--- src/rtl/miai_alu_pkg.sv ---
// Package: miai_alu_pkg
// Shared opcode and FSM state encodings for the bit-serial ALU sequencer,
// plus a helper that classifies opcodes as arithmetic (carry-chained).
package miai_alu_pkg;

    localparam int unsigned OPCODE_W = 3;

    // Opcodes understood by the 1-bit ALU slice; other encodings act as logic ops.
    typedef enum logic [OPCODE_W-1:0] {
        OP_AND = 3'b000,
        OP_OR  = 3'b001,
        OP_XOR = 3'b010,
        OP_ADD = 3'b011,
        OP_SUB = 3'b100
    } opcode_e;

    // Sequencer states: accept, stream bits, present result.
    typedef enum logic [1:0] {
        S_IDLE = 2'b00,
        S_RUN  = 2'b01,
        S_DONE = 2'b10
    } state_e;

    // True for opcodes that chain carry between bits.
    function automatic logic is_arith(input logic [OPCODE_W-1:0] opcode);
        return (opcode == OP_ADD) || (opcode == OP_SUB);
    endfunction

endpackage

--- src/rtl/miai_shift_reg.sv ---
// Module: miai_shift_reg
// Parallel-load, right-shift register. Load has priority over shift; the
// serial input enters at the MSB so an LSB-first stream lands in order.
module miai_shift_reg #(
    parameter int WIDTH = 4
) (
    input  logic             clk,
    input  logic             rst,
    input  logic             i_load,
    input  logic [WIDTH-1:0] i_load_data,
    input  logic             i_shift,
    input  logic             i_shift_in,
    output logic [WIDTH-1:0] o_q
);

    logic [WIDTH-1:0] r_q;

    // Parallel load or one-bit right shift per enabled clock.
    always_ff @(posedge clk or posedge rst) begin
        // NOTE: non-blocking assignments so every register samples pre-edge values.
        if (rst) begin
            r_q <= '0;
        end else if (i_load) begin
            r_q <= i_load_data;
        end else if (i_shift) begin
            r_q <= {i_shift_in, r_q[WIDTH-1:1]};
        end
    end

    assign o_q = r_q;

endmodule

--- src/rtl/miai_alu_serial_seq.sv ---
// Module: miai_alu_serial_seq
// Bit-serial operand sequencer and result collector for a combinational 1-bit
// ALU slice. Accepts one WIDTH-bit operation, streams it LSB-first through the
// ALU while chaining carry, then presents result/carry/zero on a handshake.
// Optional feature: define MIAI_ALU_SEQ_OVF_EN to add the signed-overflow
// output ovf (carry into MSB xor carry out of MSB, ADD/SUB only).
module miai_alu_serial_seq
    import miai_alu_pkg::*;
#(
    parameter int WIDTH = 4
) (
    input  logic                clk,
    input  logic                rst,
    input  logic                in_valid,
    output logic                in_ready,
    input  logic [WIDTH-1:0]    op_a,
    input  logic [WIDTH-1:0]    op_b,
    input  logic [OPCODE_W-1:0] opcode,
    output logic                alu_a,
    output logic                alu_b,
    output logic                alu_cin,
    output logic [OPCODE_W-1:0] alu_op,
    input  logic                alu_y,
    input  logic                alu_cout,
    output logic                out_valid,
    input  logic                out_ready,
    output logic [WIDTH-1:0]    result,
    output logic                carry_out,
    output logic                zero
`ifdef MIAI_ALU_SEQ_OVF_EN
    ,
    output logic                ovf
`endif
);

    localparam int CNT_W = (WIDTH > 2) ? $clog2(WIDTH) : 1;
    localparam logic [CNT_W-1:0] LAST_CNT = CNT_W'(WIDTH - 1);

    state_e              r_state;
    logic [OPCODE_W-1:0] r_op;
    logic                r_cin;
    logic [CNT_W-1:0]    r_cnt;
    logic                r_in_ready;
    logic                r_out_valid;
    logic                r_carry_out;
    logic                r_zero;
`ifdef MIAI_ALU_SEQ_OVF_EN
    logic                r_ovf;
`endif

    logic             w_accept;
    logic             w_run;
    logic             w_last;
    logic             w_arith;
    logic             w_carry;
    logic [WIDTH-1:0] w_a_q;
    logic [WIDTH-1:0] w_b_q;
    logic [WIDTH-1:0] w_res_q;
    logic [WIDTH-1:0] w_res_next;
    logic             w_unused;

    assign w_accept   = r_in_ready & in_valid;
    assign w_run      = (r_state == S_RUN);
    assign w_last     = w_run && (r_cnt == LAST_CNT);
    assign w_arith    = is_arith(r_op);
    // Logic ops never propagate carry, whatever the ALU reports on alu_cout.
    assign w_carry    = w_arith & alu_cout;
    assign w_res_next = {alu_y, w_res_q[WIDTH-1:1]};

    // Operand registers only ever expose their LSB; upper bits just shift down.
    assign w_unused = &{1'b0, w_a_q[WIDTH-1:1], w_b_q[WIDTH-1:1]};

    miai_shift_reg #(.WIDTH(WIDTH)) u_shift_a (
        .clk         (clk),
        .rst         (rst),
        .i_load      (w_accept),
        .i_load_data (op_a),
        .i_shift     (w_run),
        .i_shift_in  (1'b0),
        .o_q         (w_a_q)
    );

    miai_shift_reg #(.WIDTH(WIDTH)) u_shift_b (
        .clk         (clk),
        .rst         (rst),
        .i_load      (w_accept),
        .i_load_data (op_b),
        .i_shift     (w_run),
        .i_shift_in  (1'b0),
        .o_q         (w_b_q)
    );

    // Result collector: ALU bits enter at the MSB, so after WIDTH shifts bit 0 is at the LSB.
    miai_shift_reg #(.WIDTH(WIDTH)) u_shift_res (
        .clk         (clk),
        .rst         (rst),
        .i_load      (w_accept),
        .i_load_data ('0),
        .i_shift     (w_run),
        .i_shift_in  (alu_y),
        .o_q         (w_res_q)
    );

    // Sequencer FSM: IDLE accepts, RUN streams WIDTH bits, DONE holds until consumed.
    always_ff @(posedge clk or posedge rst) begin
        if (rst) begin
            r_state     <= S_IDLE;
            r_op        <= '0;
            r_cin       <= 1'b0;
            r_cnt       <= '0;
            r_in_ready  <= 1'b1;
            r_out_valid <= 1'b0;
            r_carry_out <= 1'b0;
            r_zero      <= 1'b0;
`ifdef MIAI_ALU_SEQ_OVF_EN
            r_ovf       <= 1'b0;
`endif
        end else begin
            case (r_state)
                S_IDLE: begin
                    if (w_accept) begin
                        r_op        <= opcode;
                        // Subtract is a + ~b + 1: the ALU inverts b, we supply the +1.
                        r_cin       <= (opcode == OP_SUB);
                        r_cnt       <= '0;
                        r_in_ready  <= 1'b0;
                        r_carry_out <= 1'b0;
                        r_zero      <= 1'b0;
`ifdef MIAI_ALU_SEQ_OVF_EN
                        r_ovf       <= 1'b0;
`endif
                        r_state     <= S_RUN;
                    end
                end
                S_RUN: begin
                    r_cin <= w_carry;
                    r_cnt <= r_cnt + CNT_W'(1);
                    if (w_last) begin
                        r_carry_out <= w_carry;
                        r_zero      <= (w_res_next == '0);
`ifdef MIAI_ALU_SEQ_OVF_EN
                        // r_cin still holds the carry into the MSB during the last bit.
                        r_ovf       <= w_arith & (r_cin ^ alu_cout);
`endif
                        r_out_valid <= 1'b1;
                        r_state     <= S_DONE;
                    end
                end
                S_DONE: begin
                    if (out_ready) begin
                        r_out_valid <= 1'b0;
                        r_in_ready  <= 1'b1;
                        r_state     <= S_IDLE;
                    end
                end
                default: begin
                    r_out_valid <= 1'b0;
                    r_in_ready  <= 1'b1;
                    r_state     <= S_IDLE;
                end
            endcase
        end
    end

    // ALU drive is quiet outside RUN so the slice sees all-zero inputs when idle.
    assign alu_a     = w_run & w_a_q[0];
    assign alu_b     = w_run & w_b_q[0];
    assign alu_cin   = w_run & r_cin;
    assign alu_op    = w_run ? r_op : '0;

    assign in_ready  = r_in_ready;
    assign out_valid = r_out_valid;
    assign result    = w_res_q;
    assign carry_out = r_carry_out;
    assign zero      = r_zero;
`ifdef MIAI_ALU_SEQ_OVF_EN
    assign ovf       = r_ovf;
`endif

endmodule
--- config.mk ---
export PLATFORM = sky130hd
export DESIGN_NAME = miai_alu_serial_seq
export DESIGN_NICKNAME = d
export VERILOG_FILES = /design/src/rtl/miai_alu_pkg.sv /design/src/rtl/miai_shift_reg.sv /design/src/rtl/miai_alu_serial_seq.sv
export SDC_FILE = /design/constraint.sdc
export NUM_CORES = 1
export LEC_CHECK = 0
export CAP_MARGIN = 25
export CELL_PAD_IN_SITES_DETAIL_PLACEMENT = 0
export CELL_PAD_IN_SITES_GLOBAL_PLACEMENT = 1
export CORE_AREA = 4 4 62 64
export DETAILED_ROUTE_END_ITERATION = 8
export DIE_AREA = 0 0 66 68
export GPL_TIMING_DRIVEN = 0
export PLACE_DENSITY_LB_ADDON = 0.1
export SYNTH_ARGS = -nofsm -noshare
export SYNTH_HDL_FRONTEND = slang
export SYNTH_SLANG_ARGS = --single-unit
--- constraint.sdc ---
create_clock -name clk -period 1.9 [get_ports clk]
set_input_delay 0.285 -clock clk [delete_from_list [all_inputs] [get_ports clk]]
set_output_delay 0.285 -clock clk [all_outputs]
set_load 0.01 [all_outputs]
==> metrics.md <==
| Metric | Value |
|---|---|
| First-pass GRT wire length | `4130 um` |
| Slowest stage delay, CP | `0.40 ns` |
| Ant. Diodes | `0` |
| Adder-cell share of the synthesized area | `1.10%` |
| Final std cells w/o fill | `191` |
| Maximum buffer depth of the clock tree | `2` |
| Most frequent cells in the layout | `clkdlybuf4s50_1, dfrtp_1, nand2_1` |
| Synth async-reset ratio | `100%` |
| Post-Syn Nets | `124` |
| Worst path cell trace | `and2b_4, buf_4, and2_1, dlygate4sd2_1` |
| CTS sink count | `24` |
| Slowest-stage cell, CP | `dfrtp_1` |
| Max IR drop VDD | `440 uV` |
| RSZ-0062 raised after global routing | `no` |
| Post-synth EDFFs | `0` |
| Synth Area in Compound Gates | `16.1%` |
| Outcome | `completed` |
| CP startpoint kind | `flip-flop` |
| # port buffers | `30` |
| Critical path peak fanout | `5` |
| Fin. Hold Viols | `0` |
| Final instance area | `1570 sq um` |
| DR pass1 iterations | `4` |
| DRC | `0` |
| Max Cap Viol | `0` |
| FILL cells | `325` |
| Syn Std Cell Area | `1140 sq um` |
| Cell Pwr Density | `1240 nW/um^2` |
| TritonCTS clock tree | `built` |
| Reg2Reg Depth | `5` |
| Hold crit path type | `input pin to async pin` |
| Yosys warning count | `0` |
| GR Overflow Total | `0` |
| Logic pwr share | `45.7%` |
| Dpl hpwl | `1770 um` |
| Leakage | `0.713 nW` |
| Vias per inst | `4.72` |
| Worst Setup End Kind | `output port` |
| Synth Area in XOR/XNOR | `0%` |
| Syn-to-layout area delta | `37.9%` |
| Tightest Pin Transition | `0.458 ns` |
| Die area | `4490 sq um` |
| Fmax | `0.557 GHz` |
| Reg area | `602 sq um` |
| Crit share post-route | `94.5%` |
| Met3 WL | `88 um` |
| Met1 WL | `1320 um` |
| Number of synthesized register bits | `24` |
| Relative slew margins | `69.4%` |
| Mux contribution to synthesized area | `9.22%` |
| Clock Skew | `0.00494 ns` |
| Sequential share of power | `42.2%` |
| Max-slew violation count | `0` |
| Multi-input gate area | `494 sq um` |
| Critical path arrival | `1.51 ns` |
| TritonCTS Buffers | `3` |
| Dpl cells | `182` |
| Syn Inst Count | `106` |
| P_int | `1.27 mW` |
| Syn Area/Cell | `10.8 sq um` |
| Post-layout util | `47.8%` |
| Met2 WL | `1130 um` |
| Distinct cells, synth | `29` |
| Final min period | `1.80 ns` |
| Power after layout | `1.95 mW` |
| Cts-stage hold buffer count | `0` |
| H-tree levels | `1` |
| Post-synth top flop | `dfrtp_1` |
| Psw | `0.679 mW` |
| Gpl congestion | `0.737` |
| Critical Path RT | `1.62 ns` |
| Worst-skew pair later-pin latency | `0.31 ns` |
| Area after DPL | `1500 sq um` |
| Sw Ratio | `34.9%` |
| CTS root buf | `clkbuf_4` |
| Final setup viols | `0` |
| Synth Area in Simple Gates | `16.8%` |
| Final ANT Viol Nets | `0` |
| Highest routed layer | `met4` |
| Detailed Route Iter0 Violations | `47` |
| Initial Utilization | `34.7%` |
| Commonest non-fill, non-tap cell in the layout | `clkdlybuf4s50_1` |
| Die X | `66 um` |
| Vias in the first global route | `909` |
| Sequential share of the synthesized area | `52.8%` |
| Detailed Route WL | `2570 um` |
| Row cnt | `21` |
| Routed via count | `902` |
| Clk pin slew, worst setup/hold paths | `0.13 ns` |
| Fin nets | `164` |
| Wirelength per Cell | `13.5 um` |
| Final hold slack | `0.236 ns` |
| Die extent in y | `68 um` |
| Gr usage total | `12.3%` |
| Layout cells sized above 1 | `16.6%` |
| IO Count | `31` |
| Initial antenna violation count | `0` |
| Largest net degree at the start of global routing | `25` |
| Core area | `3280 sq um` |
| Main combinational cell family by area after synthesis | `simple AND/OR/NAND/NOR gates` |
| Crit Path Category | `flip-flop to output port` |
| Clock network fraction of total power | `12.1%` |
power by group through the flow:
| stage | clock (mW) | sequential, mW | combinational [mW] |
|---|---|---|---|
| 3_3_place_gp | 0 | 0.830 | 0.837 |
| 3_5_place_dp | 0 | 0.832 | 0.845 |
| 2_1_floorplan | 0 | 0.828 | 0.516 |
| 4_1_cts | 0.246 | 0.826 | 0.894 |
| 5_1_grt | 0.267 | 0.849 | 0.977 |
| 6_report | 0.235 | 0.823 | 0.890 |
per-stage QoR:
stage	setup WS, ns	TNS, ns
floorplan	0.456	0
global placement	-0.0759	-0.356
detailed placement	-0.0800	-0.361
CTS	-0.00243	-0.00243
global route	0.0191	0
finish	0.105	0
Yosys cell counts, types with 2 or more instances:
cell      instances  share of area, %
a21oi_1           7               3.1
a22o_1            5               3.8
and2_1            8               4.4
buf_2             3               1.3
clkbuf_1          2              0.66
dfrtp_1          23                50
inv_1             3              0.99
mux2_2            4               4.0
mux2i_1           6               5.3
nand2_1          15               4.9
nand2b_1          2               1.1
nor2_1            3              0.99
o21ai_0           9               4.0
worst paths after layout:
kind | from | endpoint | slack, ns
setup / recovery | r_state[1] | alu_cin | 0.10
setup reg to reg | in_ready | u_shift_b.o_q[2] | 0.30
max in group asynchronous | rst | u_shift_a.o_q[1] | 1.24
min in group clk | r_cnt[0] | r_cnt[0] | 0.51
hold reg to reg | r_cnt[0] | r_cnt[0] | 0.51
hold / removal | rst | r_op[0] | 0.24
metal layers:
metal	vias up	GRT usage, %
li1	446	-
met1	424	16.7
met2	28	19.4
met3	4	2.13
met4	0	5.33
met5	-	0
what timing repair did:
item                       in CTS  in global routing
setup endpoints to repair       6                  3
setup buffers                   4                  1
resized for setup               9                  2
critical path, delay by kind of cell, from the launching register on:
kind | cells | cell delay (ns)
DFF | 1 | 0.40
buffers and inverters | 2 | 0.39
and+or+nand+nor | 2 | 0.41
kinds of logic after synthesis:
family                     Yosys count
and+or+nand+nor                     35
muxes                               10
adders and majority gates            1
buffers and inverters                9
DFF                                 24
AOI/OAI and AO/OA                   27
area by class of cell:
cell class	instances	share of cell area (%)
flip-flops and latches	24	38.3
clock buffers	4	1.67
repair buffers	36	22.3
plain buffers	5	1.91
inverters	3	0.717
well taps	46	3.66
multi-input cells	73	31.4
flip-flops by register name, indices dropped and copies added (netlist names):
name / flops
carry_out: 1
in_ready: 1
out_valid: 1
r_cin: 1
r_cnt: 2
r_op: 3
r_state: 2
u_shift_a.o_q: 4
u_shift_b.o_q: 4
u_shift_res.o_q: 4
zero: 1
Power figures use the tool's default switching activity.
